### src/rtl/i2c_bus_arbiter.sv
// Round-robin arbiter sharing one i2c master among NUM_REQ sensor requesters.
// Latches the winner's descriptor, launches the master, returns data/done/err, guards with a timeout.
module i2c_bus_arbiter #(
  parameter int NUM_REQ = 8,
  parameter int TIMEOUT = 4096
) (
  input  logic                   clk,
  input  logic                   rst,
  input  logic [NUM_REQ-1:0]     req,
  input  logic [NUM_REQ*7-1:0]   req_addr,
  input  logic [NUM_REQ-1:0]     req_rw,
  input  logic [NUM_REQ-1:0]     req_two_bytes,
  input  logic [NUM_REQ*16-1:0]  req_wdata,
  output logic [NUM_REQ-1:0]     gnt,
  output logic [NUM_REQ-1:0]     done,
  output logic                   err,
  output logic [15:0]            rdata,
  output logic                   busy,
  output logic                   m_start,
  output logic [6:0]             m_addr,
  output logic                   m_rw,
  output logic                   m_two_bytes,
  output logic [15:0]            m_data,
  input  logic [15:0]            m_read_data,
  input  logic                   m_ready
);

  localparam int IW = $clog2(NUM_REQ);
  localparam int TW = $clog2(TIMEOUT);
  localparam logic [IW-1:0] PTR_INIT = IW'(NUM_REQ - 1);
  // Timer value whose increment would reach TIMEOUT-1: the last cycle before abort.
  localparam logic [TW-1:0] T_LAST = TW'(TIMEOUT - 2);

  typedef enum logic [2:0] {IDLE, ISSUE, WAIT_ACCEPT, WAIT_DONE, COMPLETE} state_t;

  state_t               state_reg, state_next;
  logic [NUM_REQ-1:0]   gnt_reg, gnt_next;
  logic [IW-1:0]        ptr_reg, ptr_next;
  logic [IW-1:0]        sel_reg, sel_next;
  logic [TW-1:0]        timer_reg, timer_next;
  logic                 err_reg, err_next;
  logic [15:0]          rdata_reg, rdata_next;
  logic [6:0]           addr_reg, addr_next;
  logic                 rw_reg, rw_next;
  logic                 two_reg, two_next;
  logic [15:0]          data_reg, data_next;

  logic [6:0]           addr_arr  [NUM_REQ];
  logic [15:0]          wdata_arr [NUM_REQ];
  logic                 pick_found;
  logic [IW-1:0]        pick_idx;
  logic [IW-1:0]        cand;
  logic                 expired;

  generate
    for (genvar gi = 0; gi < NUM_REQ; gi++) begin : g_unpack
      assign addr_arr[gi]  = req_addr[7*gi +: 7];
      assign wdata_arr[gi] = req_wdata[16*gi +: 16];
    end
  endgenerate

  // First requesting index after the pointer, wrapping; the last-served index ranks lowest.
  always_comb begin
    pick_found = 1'b0;
    pick_idx   = '0;
    cand       = '0;
    for (int k = 1; k <= NUM_REQ; k++) begin
      cand = IW'((int'(ptr_reg) + k) % NUM_REQ);
      if (!pick_found && req[cand]) begin
        pick_found = 1'b1;
        pick_idx   = cand;
      end
    end
  end

  assign expired = (timer_reg >= T_LAST);

  always_comb begin
    state_next = state_reg;
    gnt_next   = gnt_reg;
    ptr_next   = ptr_reg;
    sel_next   = sel_reg;
    timer_next = timer_reg;
    err_next   = err_reg;
    rdata_next = rdata_reg;
    addr_next  = addr_reg;
    rw_next    = rw_reg;
    two_next   = two_reg;
    data_next  = data_reg;
    case (state_reg)
      IDLE: begin
        if (m_ready && pick_found) begin
          gnt_next           = '0;
          gnt_next[pick_idx] = 1'b1;
          sel_next           = pick_idx;
          addr_next          = addr_arr[pick_idx];
          rw_next            = req_rw[pick_idx];
          two_next           = req_two_bytes[pick_idx];
          data_next          = wdata_arr[pick_idx];
          state_next         = ISSUE;
        end
      end
      ISSUE: begin
        timer_next = '0;
        err_next   = 1'b0;
        state_next = WAIT_ACCEPT;
      end
      WAIT_ACCEPT, WAIT_DONE: begin
        timer_next = expired ? timer_reg : timer_reg + TW'(1);
        if (state_reg == WAIT_ACCEPT && !m_ready) begin
          state_next = WAIT_DONE;
        end else if (state_reg == WAIT_DONE && m_ready) begin
          rdata_next = m_read_data;
          err_next   = 1'b0;
          state_next = COMPLETE;
        end else if (expired) begin
          rdata_next = '0;
          err_next   = 1'b1;
          state_next = COMPLETE;
        end
      end
      COMPLETE: begin
        ptr_next   = sel_reg;
        gnt_next   = '0;
        state_next = IDLE;
      end
      default: state_next = IDLE;
    endcase
  end

  always_ff @(posedge clk) begin
    if (rst) begin
      state_reg <= IDLE;
      gnt_reg   <= '0;
      ptr_reg   <= PTR_INIT;
      sel_reg   <= '0;
      timer_reg <= '0;
      err_reg   <= 1'b0;
      rdata_reg <= '0;
      addr_reg  <= '0;
      rw_reg    <= 1'b0;
      two_reg   <= 1'b0;
      data_reg  <= '0;
    end else begin
      state_reg <= state_next;
      gnt_reg   <= gnt_next;
      ptr_reg   <= ptr_next;
      sel_reg   <= sel_next;
      timer_reg <= timer_next;
      err_reg   <= err_next;
      rdata_reg <= rdata_next;
      addr_reg  <= addr_next;
      rw_reg    <= rw_next;
      two_reg   <= two_next;
      data_reg  <= data_next;
    end
  end

  assign gnt         = gnt_reg;
  assign done        = (state_reg == COMPLETE) ? gnt_reg : '0;
  assign err         = (state_reg == COMPLETE) && err_reg;
  assign rdata       = rdata_reg;
  assign busy        = (state_reg != IDLE);
  assign m_start     = (state_reg == ISSUE);
  assign m_addr      = addr_reg;
  assign m_rw        = rw_reg;
  assign m_two_bytes = two_reg;
  assign m_data      = data_reg;

endmodule

### config.mk
export PLATFORM = sky130hd
export DESIGN_NAME = i2c_bus_arbiter
export DESIGN_NICKNAME = d
export VERILOG_FILES = /design/src/rtl/i2c_bus_arbiter.sv
export SDC_FILE = /design/constraint.sdc
export NUM_CORES = 1
export LEC_CHECK = 0
export BUFFER_PORTS_ARGS = -buffer_cell sky130_fd_sc_hd__clkbuf_2
export CELL_PAD_IN_SITES_DETAIL_PLACEMENT = 1
export CELL_PAD_IN_SITES_GLOBAL_PLACEMENT = 2
export CORE_AREA = 2 2 147 149
export DETAILED_ROUTE_END_ITERATION = 6
export DIE_AREA = 0 0 149 151
export GPL_ROUTABILITY_DRIVEN = 0
export PLACE_DENSITY_LB_ADDON = 0.1
export SLEW_MARGIN = 15
export SYNTH_ARGS = -nofsm -noshare
export SYNTH_HDL_FRONTEND = slang
export SYNTH_SLANG_ARGS = --single-unit
### constraint.sdc
create_clock -name clk -period 6.1 [get_ports clk]
set_input_delay 1.22 -clock clk [delete_from_list [all_inputs] [get_ports clk]]
set_output_delay 1.22 -clock clk [all_outputs]
set_load 0.02 [all_outputs]
* Word-level counts from Yosys, hierarchy flattened
Cells that the tools add are included.
** Word-level totals
- Flip-flop bits (word level) :: 71
- Input port bits :: 227
- Output and inout port bits :: 60
- Logic and storage cells :: 135
** Cells by class
- Add/subtract/negate cells :: 9
- Order comparisons :: 12
- Equal/unequal tests :: 9
- Mux-type cells :: 60
- Bitwise operators :: 2
- Reductions and logical operators :: 32
** Operators with widths (count)
- $mux 16 :: 4
- $bmux 16 s3 :: 1
- $lt 3x4->1 const B :: 9
- $mux 3 :: 12
- $bmux 1 s3 :: 10
- $pmux 12 s2 :: 1
- $mux 1 :: 22
- $bmux 7 s3 :: 1
- $mux 8 :: 2
- $pmux 8 s2 :: 1
- $mux 7 :: 2
- $add 12x1->12 const B :: 1
- $add 3x3->3 const B :: 4
- $ge 12x12->1 const B :: 1
- $logic_and 1x1->1 :: 12
- $mux 12 :: 1
- $pmux 3 s3 :: 1
- $logic_not 1->1 :: 8
- $reduce_and 2->1 :: 4
- $add 3x1->3 const B :: 2
- $add 3x2->3 const B :: 2
- $eq 3x2->1 const B :: 2
- $ne 2x2->1 const B :: 3
- $reduce_and 3->1 :: 2
- other kinds (14) :: 16

* Logic depth before layout (Yosys ltp)
Gate-level depths: netlist of run 1.
- Depth after elaboration :: 31
- Depth in mapped cells :: 17
- Depth with buffers taken out :: 11

* Worst setup path before layout of run 1
No wires, ideal clock.
- Path kind :: reg-to-reg
- Start point :: register ptr_reg[1]
- End point :: register data_reg[10], in the netlist m_data[10]
- Setup time :: 0.123 ns
- Arrival :: 3.796 ns
- Data required time :: 5.977 ns
- Path slack :: 2.181 ns
- Stages on the path, launching flop included :: 17
- Path buffers :: 5
- Clock period less this slack :: 3.919 ns
- Cells stage by stage :: dfxtp_1 buf_2 clkinv_1 ha_1 buf_2 mux2_2 mux4_2 nor3b_2 o211ai_1 a311o_1 and2_1 buf_2 buf_6 buf_2 a21oi_1 a22o_1 o211ai_2
** Between the ends
- Longest elaborated chain between the ends :: 29
- Elaborated cells on any way between the ends :: 60
- Classes of those cells :: add/sub: 8; mux: 35; bitwise: 1; reduce/logical: 16
** RTL lines
- start, declared :: RTL line 38 : logic [IW-1:0] ptr_reg, ptr_next;
- start signal, assigned :: RTL line 147 : ptr_reg <= ptr_next;
- $add 3x1->3 :: RTL line 68 : cand = IW'((int'(ptr_reg) + k) % NUM_REQ);
- $bmux 1 s3 :: RTL line 69 : if (!pick_found && req[cand]) begin
- $mux 1 (not written as such) :: RTL line 69
- $mux 1 :: RTL line 69
- $logic_not 1->1 :: RTL line 69
- $logic_and 1x1->1 :: RTL line 69
- $mux 1 :: RTL line 69
- $logic_not 1->1 :: RTL line 69
- [... 12 more ...]
- $logic_and 1x1->1 :: RTL line 69
- $mux 1 :: RTL line 69
- $logic_not 1->1 :: RTL line 69
- $logic_and 1x1->1 :: RTL line 69
- $mux 3 :: RTL line 69
- $not 3->4 (not written as such) :: RTL line 99 : data_next = wdata_arr[pick_idx];
- $bmux 16 s3 :: RTL line 99
- $mux 16 (not written as such) (2 in series) :: RTL line 99
- end signal, assigned :: RTL line 155 : data_reg <= data_next;
- end, declared :: RTL line 46 : logic [15:0] data_reg, data_next;
Several ways; a longest one is shown, not always the timed one. The select of a mux whose other input is x is not followed.
A chain may end at the register's enable or synchronous reset.

* Worst setup path after layout of run 1
- Start point :: register ptr_reg[0]
- End point :: register two_reg, in the netlist m_two_bytes
** Between the ends
- Longest elaborated chain between the ends :: 27
- Elaborated cells on any way between the ends :: 58
- Classes of those cells :: add/sub: 8; mux: 34; reduce/logical: 16
** RTL lines
- $add 3x1->3 :: RTL line 68
- $bmux 1 s3 :: RTL line 69
- $mux 1 (not written as such) :: RTL line 69
- $mux 1 :: RTL line 69
- $logic_not 1->1 :: RTL line 69
- $logic_and 1x1->1 :: RTL line 69
- $mux 1 :: RTL line 69
- $logic_not 1->1 :: RTL line 69
- [... 11 more ...]
- $logic_not 1->1 :: RTL line 69
- $logic_and 1x1->1 :: RTL line 69
- $mux 1 :: RTL line 69
- $logic_not 1->1 :: RTL line 69
- $logic_and 1x1->1 :: RTL line 69
- $mux 3 / $mux 1 (equally long branches) :: RTL line 69
- $bmux 1 s3 / $logic_and 1x1->1 (equally long branches) :: RTL line 98, 92
- $mux 1 (not written as such) / $reduce_and 2->1 (equally long branches)
- end signal, assigned :: RTL line 154 : two_reg <= two_next;
- end, declared :: RTL line 45 : logic two_reg, two_next;
Several ways; a longest one is shown, not always the timed one. The select of a mux whose other input is x is not followed.

==> results.md, run 1 <==
* Status: completed
* Main synth FF type: dfxtp_1
* Top cell type's share of synthesized area at 26.6%
* Synth area leader: dfxtp_1
* Core Rows at 53
* Final net count at 1161
* Gr ovfl total at 0
* Die H at 151 um
* Post-synth ARST share at 0%
* Initial DRC Count at 218
* Layout Utilization at 35.0%
* Remaining antenna violation count after routing at 0
* Clock Sinks at 71
* RSZ-0062 raised after global routing: false
* Worst-path clk slew at 0.07 ns
* Post_cts resized at 0
* Skew-Pair Late Insertion Delay at 0.34 ns
* Seq cells post-synth at 71
* Max stage delay on crit path at 0.84 ns
* Ratio of cells with drive above 1 in the final layout at 39.1%
* Via count at 6359
* Antenna violations before repair at 1
* Post-Syn Area per Cell at 7.89 um^2
* Final TNS setup at 0 ns
* Post CTS Setup Buffer Count at 0
* Pre-antenna DRT Iters at 4
* Die span in x at 149 um
* Crit end category: flop
* Most frequent CP cell: mux2i_1
* Wire per inst at 20.3 um
* Req. time, crit path at 6.38 ns
* Period minus WS final at 5.25 ns
* Power Dens Cells at 225 nW/um^2
* CP top delay family: compound AO/OA/AOI/OAI gates
* Die Footprint at 22500 um^2
* Sequential element share of the synthesized area at 26.6%
* Hpwl dp at 19000 um
* Worst Path Arrival at 5.54 ns
* Slew Viols, Final at 0
* Crit start category: flop
* Core Region at 20800 um^2
* Total GRT Usage at 21.4%
* Number of flops mapped to enable cells by yosys at 0
* Register area at 1420 um^2
* Initial Utilization at 25.7%
* Area grow syn2layout at 36.4%
* Final WL at 24500 um
* Worst-case clock buffer depth at 2
* P_leak at 3.39 nW
* Ys Warns at 0
* Crit-path cells: inv_2 -> ha_1 -> mux2i_1 -> mux2i_1 -> nor4_1 -> nand3b_1 -> a2bb2oi_2 -> and2_2 -> buf_4 -> a21oi_1 -> a221oi_1 -> a211o_1
* Hold-fix buffers at CTS at 0
* H-tree levels at 3
* Number of global-route vias before repair at 6848
* Maximum number of pins on one net before global-route repair at 45
* Post-route cell area at 7300 um^2
* Synth cell types at 59
* HP Class: flop to flop
* MaxCap Viol Count at 0
* Synth area leaders: dfxtp_1, nand2_1, a21oi_1, a211oi_1, mux4_2
* Critical path buffers and inverters at 2
* Area of the mapped netlist at 5350 um^2
* Worst-path maximum fanout at 28
* Slew @ Worst Pin at 0.916 ns
* Final setup viols at 0
* Clock root cell: clkbuf_16
* Multi-input combinational cell area at 3610 um^2
* CTS buffer count at 9
* Synth Net Count at 909
* CTS tree: yes
* Worst slew margin at 38.5%
* PortBufs at 286
* Maximum vdd drop at 0.000113 V
* Drt drc at 0
* IO Pins at 287
* Cell area after placement at 6950 um^2
* Worst Skew at 0.00906 ns
* CP max stage cell: dfxtp_1
* First-pass GRT wire length at 37600 um
* Ant. Diodes at 0
* DR vias/cell at 5.26
* WS Path Type: flop to flop
* Final hold vios at 0
* Filler Cell Count at 2633
* Fmax at 190 MHz
* Period utilization at 86.1%
* Synthesized instance count at 678
[worst paths after layout]
kind / from / to / slack [ns] / depth (start not counted)
worst max-delay path: ptr_reg[0] / m_two_bytes / 0.85 / 12
worst min-delay path: m_data[10] / m_data[10] / 0.47 / 2
worst max register to register: ptr_reg[0] / m_two_bytes / 0.85 / 12
worst min register to register: m_data[10] / m_data[10] / 0.47 / 2
[report_power, final]
group / leakage [nW] / switching (mW) / internal, mW
clock network: 0.165 / 0.227 / 0.404
registers: 0.577 / 0.0226 / 0.493
logic: 2.65 / 0.296 / 0.197
total: 3.39 / 0.546 / 1.09
[worst register-to-register path, cell delays in order, from the launching register on]
cell and delay (ns):
dfxtp_1 0.84, inv_2 0.25, ha_1 0.84, mux2i_1 0.29
mux2i_1 0.52, nor4_1 0.12, nand3b_1 0.21, a2bb2oi_2 0.57
and2_2 0.69, buf_4 0.30, a21oi_1 0.09, a221oi_1 0.33
a211o_1 0.14
[Yosys cell counts (all sizes together) (5+ instances only)]
library cell,instances
nand2,137
xor2,8
clkbuf,20
a211o,11
a221oi,8
dfxtp,71
a211oi,36
a22oi,26
a22o,17
mux2,11
mux4,11
and3,37
o21ai,6
nor2,60
a311o,18
o211ai,18
buf,37
mux2i,22
and2,5
a21oi,61
inv,6
[cell families (layout without fill, tap and decap cells)]
kind of cell | Yosys count | count (layout) | share of synthesized area [%]
compound gates | 217 | 217 | 30.7
xor+xnor | 11 | 11 | 1.80
fa+ha+maj | 4 | 4 | 0.935
buf+inv | 64 | 321 | 6.34
flops | 71 | 71 | 26.6
mux | 44 | 44 | 11.2
simple gates | 267 | 267 | 22.5
[cells in the final DEF (no fill, tap or decap), types with 3 or more instances in the layout]
| cell | synthesis | layout |
|---|---|---|
| a211o_1 | 11 | 11 |
| a211oi_1 | 34 | 34 |
| a21oi_1 | 60 | 60 |
| a221oi_1 | 8 | 8 |
| a22o_1 | 17 | 17 |
| a22oi_1 | 26 | 26 |
| a311o_1 | 18 | 18 |
| and2_1 | 5 | 4 |
| and3_1 | 37 | 37 |
| buf_4 | 3 | 10 |
| bufinv_16 | 0 | 3 |
| clkbuf_16 | 0 | 9 |
| clkbuf_2 | 0 | 286 |
| dfxtp_1 | 71 | 71 |
| ha_1 | 4 | 4 |
| inv_1 | 5 | 5 |
| mux2_2 | 10 | 10 |
| mux2i_1 | 20 | 20 |
| mux4_2 | 11 | 11 |
| nand2_1 | 137 | 136 |
| nand2b_1 | 4 | 4 |
| nand3_1 | 4 | 4 |
| nor2_1 | 59 | 57 |
| nor2_2 | 1 | 3 |
| nor3_1 | 3 | 3 |
| nor4_1 | 3 | 3 |
| o211ai_1 | 8 | 8 |
| o211ai_2 | 10 | 10 |
| o21ai_0 | 6 | 6 |
| or3_1 | 3 | 3 |
| xnor2_1 | 3 | 3 |
| xor2_1 | 8 | 8 |
[metrics by stage]
stage / setup slack (ns) / instances / hold slack (ns) / power [mW]
2_1_floorplan: 2.18 / 678 / 0.435 / 0.827
4_1_cts: 0.840 / 1210 / 0.470 / 1.67
3_5_place_dp: 0.873 / 1194 / 0.447 / 1.02
6_report: 0.849 / 1210 / 0.468 / 1.64
3_3_place_gp: 1.11 / 1194 / 0.446 / 1.01
5_1_grt: 0.481 / 1210 / 0.491 / 1.73
[routing by layer]
| metal | global-route usage (%) | vias to the layer above | wire [um] |
|---|---|---|---|
| met3 | 6.11 | 12 | 1600 |
| met5 | 0 | - | 0 |
| met1 | 24.2 | 3137 | 10000 |
| met4 | 4.19 | 0 | 173 |
| met2 | 40.0 | 183 | 12800 |
| li1 | - | 3027 | - |
[layout make-up]
cell class | instances | share of cell area [%]
multi-input combinational | 543 | 49.5
timing repair buffer | 298 | 21.2
sequential | 71 | 19.5
tap | 275 | 4.72
clock buffer | 10 | 3.14
clock inverter | 6 | 1.61
inverter | 7 | 0.360
Note: power is estimated with default switching activity, not from simulation.
==> inputs of run 2 (changes only) <==
Settings changed: CELL_PAD_IN_SITES_DETAIL_PLACEMENT 1 to 0, CELL_PAD_IN_SITES_GLOBAL_PLACEMENT 2 to 1, CORE_AREA 2 2 147 149 to 2 2 137 139, DIE_AREA 0 0 149 151 to 0 0 139 141.
==> run 2 against run 1 <==
Via count down 1.1%. Count of clock-buffer cells in the layout down 1. Fmax up 1.2%. Sequential power about the same. Routed wire length down 12%. Critical path type unchanged. Largest cell class unchanged.
==> results.md, run 2 (same netlist as run 1, synthesis figures left out) <==
* Initial Utilization at 29.3% (+3.6 points)
* Drt drc at 0 (unchanged)
* Final setup viols at 0 (unchanged)
* Clock Sinks at 71 (unchanged)
* Status: completed
* Worst Path Arrival at 5.46 ns (-0.08 ns)
* Core Rows at 50 (-5.7%)
* Placed cells at 1150 (-3.7%)
* DR vias/cell at 5.39 (+2.6%)
* Final hold vios at 0 (unchanged)
* P_leak at 3.35 nW (-1.2%)
* Worst-case clock buffer depth at 2 (unchanged)
* CTS buffer count at 9 (unchanged)
* Ant. Diodes at 0 (unchanged)
* Slew @ Worst Pin at 1.08 ns (+0.168 ns)
* Hpwl dp at 16100 um (-16%)
* Worst-path maximum fanout at 43 (+54%)
* Initial DRC Count at 379 (+74%)
* Final WL at 21500 um (-12%)
* Core Region at 18300 um^2 (-12%)
* First-pass GRT wire length at 34000 um (-9.4%)
* Ratio of cells with drive above 1 in the final layout at 38.9% (-0.20 points)
* Worst slew margin at 27.5% (-11 points)
* Wire per inst at 18.4 um (-9.1%)
* Area grow syn2layout at 34.1%
* Period minus WS final at 5.19 ns (-0.0609 ns)
* Die H at 141 um (-6.6%)
* Power Dens Cells at 212 nW/um^2 (-5.7%)
* MaxCap Viol Count at 0 (unchanged)
* Final net count at 1158 (-0.26%)
* Commonest non-fill, non-tap cell in the layout: clkbuf_2
* Worst-path clk slew at 0.07 ns (about the same)
* Fmax at 193 MHz (+1.2%)
* WS Path Type: flop to flop
* Die Footprint at 19600 um^2 (-13%)
* PortBufs at 286 (unchanged)
* Clock root cell: clkbuf_16
* Req. time, crit path at 6.37 ns (about the same)
* IO Pins at 287 (unchanged)
* Pre-antenna DRT Iters at 5 (+1)
* Maximum vdd drop at 0.000141 V (+25%)
* HP Class: flop to flop
* Crit start category: flop
* Final TNS setup at 0 ns (unchanged)
* CTS tree: yes
* Post CTS Setup Buffer Count at 0 (unchanged)
* Period utilization at 85.1% (-1.0 points)
* Post_cts resized at 0 (unchanged)
* Maximum number of pins on one net before global-route repair at 102 (+130%)
* Hold-fix buffers at CTS at 0 (unchanged)
* Skew-Pair Late Insertion Delay at 0.34 ns (about the same)
* Remaining antenna violation count after routing at 0 (unchanged)
* Most frequent cells in the layout: clkbuf_2, nand2_1, dfxtp_1
* H-tree levels at 3 (unchanged)
* Finished Layout Cells at 1166 (-3.6%)
* Die span in x at 139 um (-6.7%)
* Antenna violations before repair at 0 (-1)
* Slew Viols, Final at 0 (unchanged)
* Gr ovfl total at 0 (unchanged)
* Number of global-route vias before repair at 6470 (-5.5%)
* RSZ-0062 raised after global routing: false
* Crit end category: flop
* Via count at 6288 (-1.1%)
* Worst Skew at 0.00940 ns (+0.000334 ns)
* Total GRT Usage at 21.6% (+0.20 points)
[run 2: final cells by class]
cell class / instances / area, um^2
fill: 1977 / 11100
multi-input combinational: 543 / 3610
timing repair buffer: 295 / 1540
sequential: 71 / 1420
tap: 234 / 293
clock buffer: 9 / 225
clock inverter: 7 / 61.3
inverter: 7 / 26.3
[run 2: metal layers]
metal	GRT usage, %	vias up	share of wire [%]
met2	36.7	278	48
met1	26.9	2947	42
met3	5.43	36	7.6
li1	-	3027	-
met5	0	-	0
met4	6.86	0	2.5
[run 2: metrics by stage]
step | power (mW) | utilization (%) | cell area [um^2] | worst slack (ns) | hold WS, ns
2_1_floorplan | 0.827 | - | 5350 | 2.18 | 0.435
4_1_cts | 1.55 | 39.3 | 7170 | 0.964 | 0.460
6_report | 1.52 | 39.3 | 7170 | 0.910 | 0.458
3_5_place_dp | 1.01 | 37.7 | 6890 | 0.997 | 0.450
5_1_grt | 1.61 | 39.3 | 7170 | 0.511 | 0.473
3_3_place_gp | 1.00 | 37.7 | 6890 | 1.21 | 0.445
[run 2: path summary, 6_finish.rpt]
check	start	to	slack [ns]	depth (start not counted)
worst max-delay path	ptr_reg[1]	m_addr[3]	0.91	12
worst min-delay path	sel_reg[2]	sel_reg[2]	0.46	2
worst max register to register	ptr_reg[1]	m_addr[3]	0.91	12
worst min register to register	sel_reg[2]	sel_reg[2]	0.46	2
[run 2: critical path: stages (launching register included)]
cell	delay, ns
dfxtp_1	0.59
clkinv_1	0.35
ha_1	0.84
mux2i_1	0.46
nand2_1	0.09
mux4_2	0.52
o31ai_1	0.47
a31o_2	0.20
a32o_2	0.79
buf_12	0.29
a211oi_1	0.07
a311o_1	0.33
o211ai_1	0.09
[run 2: power breakdown]
group	switching (mW)	leakage [nW]	internal [mW]
registers	0.0216	0.577	0.493
logic	0.285	2.64	0.196
clock network	0.241	0.135	0.284
==> inputs of run 3 (changes only) <==
Clock period 6.1 ns to 6.3 ns, I/O delays scaled along.
==> run 3 against run 2 <==
Register-to-register slack improved by 0.09 ns. Routed wire length up 0.27%. Clock power fell by 3%. Via count down 0.27%. First-iteration DRC count is 30% lower. Highest routed layer unchanged. Hold slack improved by 0.0047 ns. Critical endpoint is now m_data[13]. Fmax fell by 2.1%. Utilization is essentially flat.
==> results.md, run 3 (same netlist as run 1, synthesis figures left out) <==
* Pint at 0.940 mW (-3.4%)
* Period minus WS final at 5.30 ns (+0.110 ns)
* WHS Path Cells at 1 (-1)
* Fmax at 189 MHz (-2.1%)
* Seq pwr share at 34.0% (about the same)
* Drt drc at 0 (unchanged)
* WS Path Type: flop to flop
* MaxCap Viol Count at 0 (unchanged)
* Crit end category: flop
* Hold Path Origin: sel_reg[2]
* Remaining antenna violation count after routing at 0 (unchanged)
* Ant. Diodes at 0 (unchanged)
* CTS tree: yes
* IO Pins at 287 (unchanged)
* Critical path buffers and inverters at 2 (unchanged)
* Post-route cell area at 7160 um^2 (-0.10%)
* Worst Hold Endpoint: ptr_reg[2]
* Final hold vios at 0 (unchanged)
* Worst-case clock buffer depth at 2 (unchanged)
* RSZ-0062 raised after global routing: false
* Max stage delay on crit path at 0.82 ns (-0.02 ns)
* Number of global-route vias before repair at 6445 (-0.39%)
* Total GRT Usage at 21.5% (-0.048 points)
* Maximum number of pins on one net before global-route repair at 44 (-57%)
* CTS buffer count at 9 (unchanged)
* R2r startpoint: ptr_reg[0]
* Initial DRC Count at 265 (-30%)
* Gr ovfl total at 0 (unchanged)
* H-tree levels at 3 (unchanged)
* Reg2Reg Depth at 12 (unchanged)
* Skew-Pair Late Insertion Delay at 0.34 ns (about the same)
* Period utilization at 84.1% (-0.95 points)
* Slew Viols, Final at 0 (unchanged)
* Req. time, crit path at 6.56 ns (+0.19 ns)
* Maximum vdd drop at 0.000121 V (-14%)
* Worst reg2reg endpoint: m_data[13]
* R2R setup slack at 1.0 ns (+0.09 ns)
* Cell area after placement at 6880 um^2 (-0.11%)
* Hold-fix buffers at CTS at 0 (unchanged)
* Post CTS Setup Buffer Count at 0 (unchanged)
* Final TNS setup at 0 ns (unchanged)
* Slew @ Worst Pin at 1.09 ns (+0.00301 ns)
* P_leak at 3.36 nW (+0.20%)
* Antenna violations before repair at 0 (unchanged)
* Worst Skew at 0.00768 ns (-0.00171 ns)
* Core Rows at 50 (unchanged)
* Most frequent cells in the layout: clkbuf_2, nand2_1, dfxtp_1
* Commonest non-fill, non-tap cell in the layout: clkbuf_2
* Wire per inst at 18.4 um (about the same)
* CP max stage cell: ha_1
* Final net count at 1162 (+0.35%)
* Total power at 1.47 mW (-3.4%)
* Die span in x at 139 um (unchanged)
* Sw power at 0.529 mW (-3.4%)
* Worst-path maximum fanout at 35 (-19%)
* Pre-antenna DRT Iters at 5 (unchanged)
* Worst Path Arrival at 5.56 ns (+0.10 ns)
* CP top delay family: compound AO/OA/AOI/OAI gates
* Power Dens Cells at 205 nW/um^2 (-3.3%)
* Core Region at 18300 um^2 (unchanged)
* Placed cells at 1154 (+0.35%)
* Combinational power share at 31.5% (about the same)
* Sw Share at 36.0% (about the same)
* Layout Utilization at 39.2% (-0.041 points)
* DR vias/cell at 5.36 (-0.61%)
* Clock power frac at 34.5% (about the same)
* Status: completed
* Initial Utilization at 29.3% (unchanged)
* Critical path depth at 12 (unchanged)
* Die Footprint at 19600 um^2 (unchanged)
* Finished Layout Cells at 1170 (+0.34%)
* Crit-path cells: inv_2 -> ha_1 -> mux2i_1 -> nand2_1 -> mux4_2 -> o31ai_1 -> a31o_2 -> a32o_2 -> buf_4 -> a211oi_1 -> a311o_1 -> o211ai_1
* Die H at 141 um (unchanged)
* Clock Sinks at 71 (unchanged)
* Worst-path clk slew at 0.07 ns (about the same)
* Worst slew margin at 27.3% (-0.20 points)
* Final WL at 21600 um (+0.27%)
* First-pass GRT wire length at 34100 um (+0.24%)
* Final setup viols at 0 (unchanged)
* Area grow syn2layout at 33.9%
* Crit start category: flop
* PortBufs at 286 (unchanged)
* Hpwl dp at 16300 um (+1.6%)
* Post_cts resized at 0 (unchanged)
* Clock root cell: clkbuf_16
* Ratio of cells with drive above 1 in the final layout at 39.2% (+0.26 points)
* Via count at 6271 (-0.27%)
* HP Class: flop to flop
## run 3: cell types whose count changed in the layout (fill, tap and decap cells not counted)
| cell | previous run | this run |
|---|---|---|
| buf_12 | 3 | 0 |
| buf_4 | 6 | 13 |
## run 3: power groups by stage
stage               logic [mW]  registers [mW]  clock network (mW)
floorplan                0.269           0.532                   0
global placement         0.460           0.508                   0
detailed placement       0.463           0.509                   0
CTS                      0.465           0.499               0.524
global route             0.507           0.503               0.544
finish                   0.462           0.499               0.507
## run 3: how the worst max path moves through the flow
stage | from | end | slack, ns
after CTS | ptr_reg[0] | m_data[13] | 1.01
after global placement | ptr_reg[0] | m_addr[0] | 1.25
after floorplan | ptr_reg[1] | m_data[10] | 2.38
final | ptr_reg[0] | m_data[13] | 1.0
after detailed placement | ptr_reg[0] | m_data[13] | 1.01
after global routing | ptr_reg[0] | m_data[13] | 0.54
## run 3: through the flow
stage	hold WS (ns)	setup WS [ns]
2_1_floorplan	0.435	2.38
3_3_place_gp	0.444	1.25
3_5_place_dp	0.451	1.01
4_1_cts	0.465	1.01
5_1_grt	0.485	0.539
6_report	0.463	0.999
## run 3: worst register-to-register path: stages, from the launching register on
cell,delay [ns]
dfxtp_1,0.81
inv_2,0.25
ha_1,0.82
mux2i_1,0.41
nand2_1,0.10
mux4_2,0.53
o31ai_1,0.49
a31o_2,0.21
a32o_2,0.64
buf_4,0.46
a211oi_1,0.09
a311o_1,0.34
o211ai_1,0.09
## run 3: cell type report
cell class / instances / area (um^2)
Clock buffer: 9 / 225
Clock inverter: 7 / 61.3
Fill cell: 1951 / 11100
Inverter: 7 / 26.3
Multi-Input combinational cell: 543 / 3610
Sequential cell: 71 / 1420
Tap cell: 234 / 293
Timing Repair Buffer: 299 / 1530
## run 3: per-layer routing
layer	share of wire (%)	wire (um)	global-route usage, %	vias up
met5	0	0	0	-
met4	1.6	350	5.26	0
met3	6.3	1360	4.79	23
met2	49	10600	37.4	235
met1	43	9290	27.2	2986
li1	-	-	-	3027
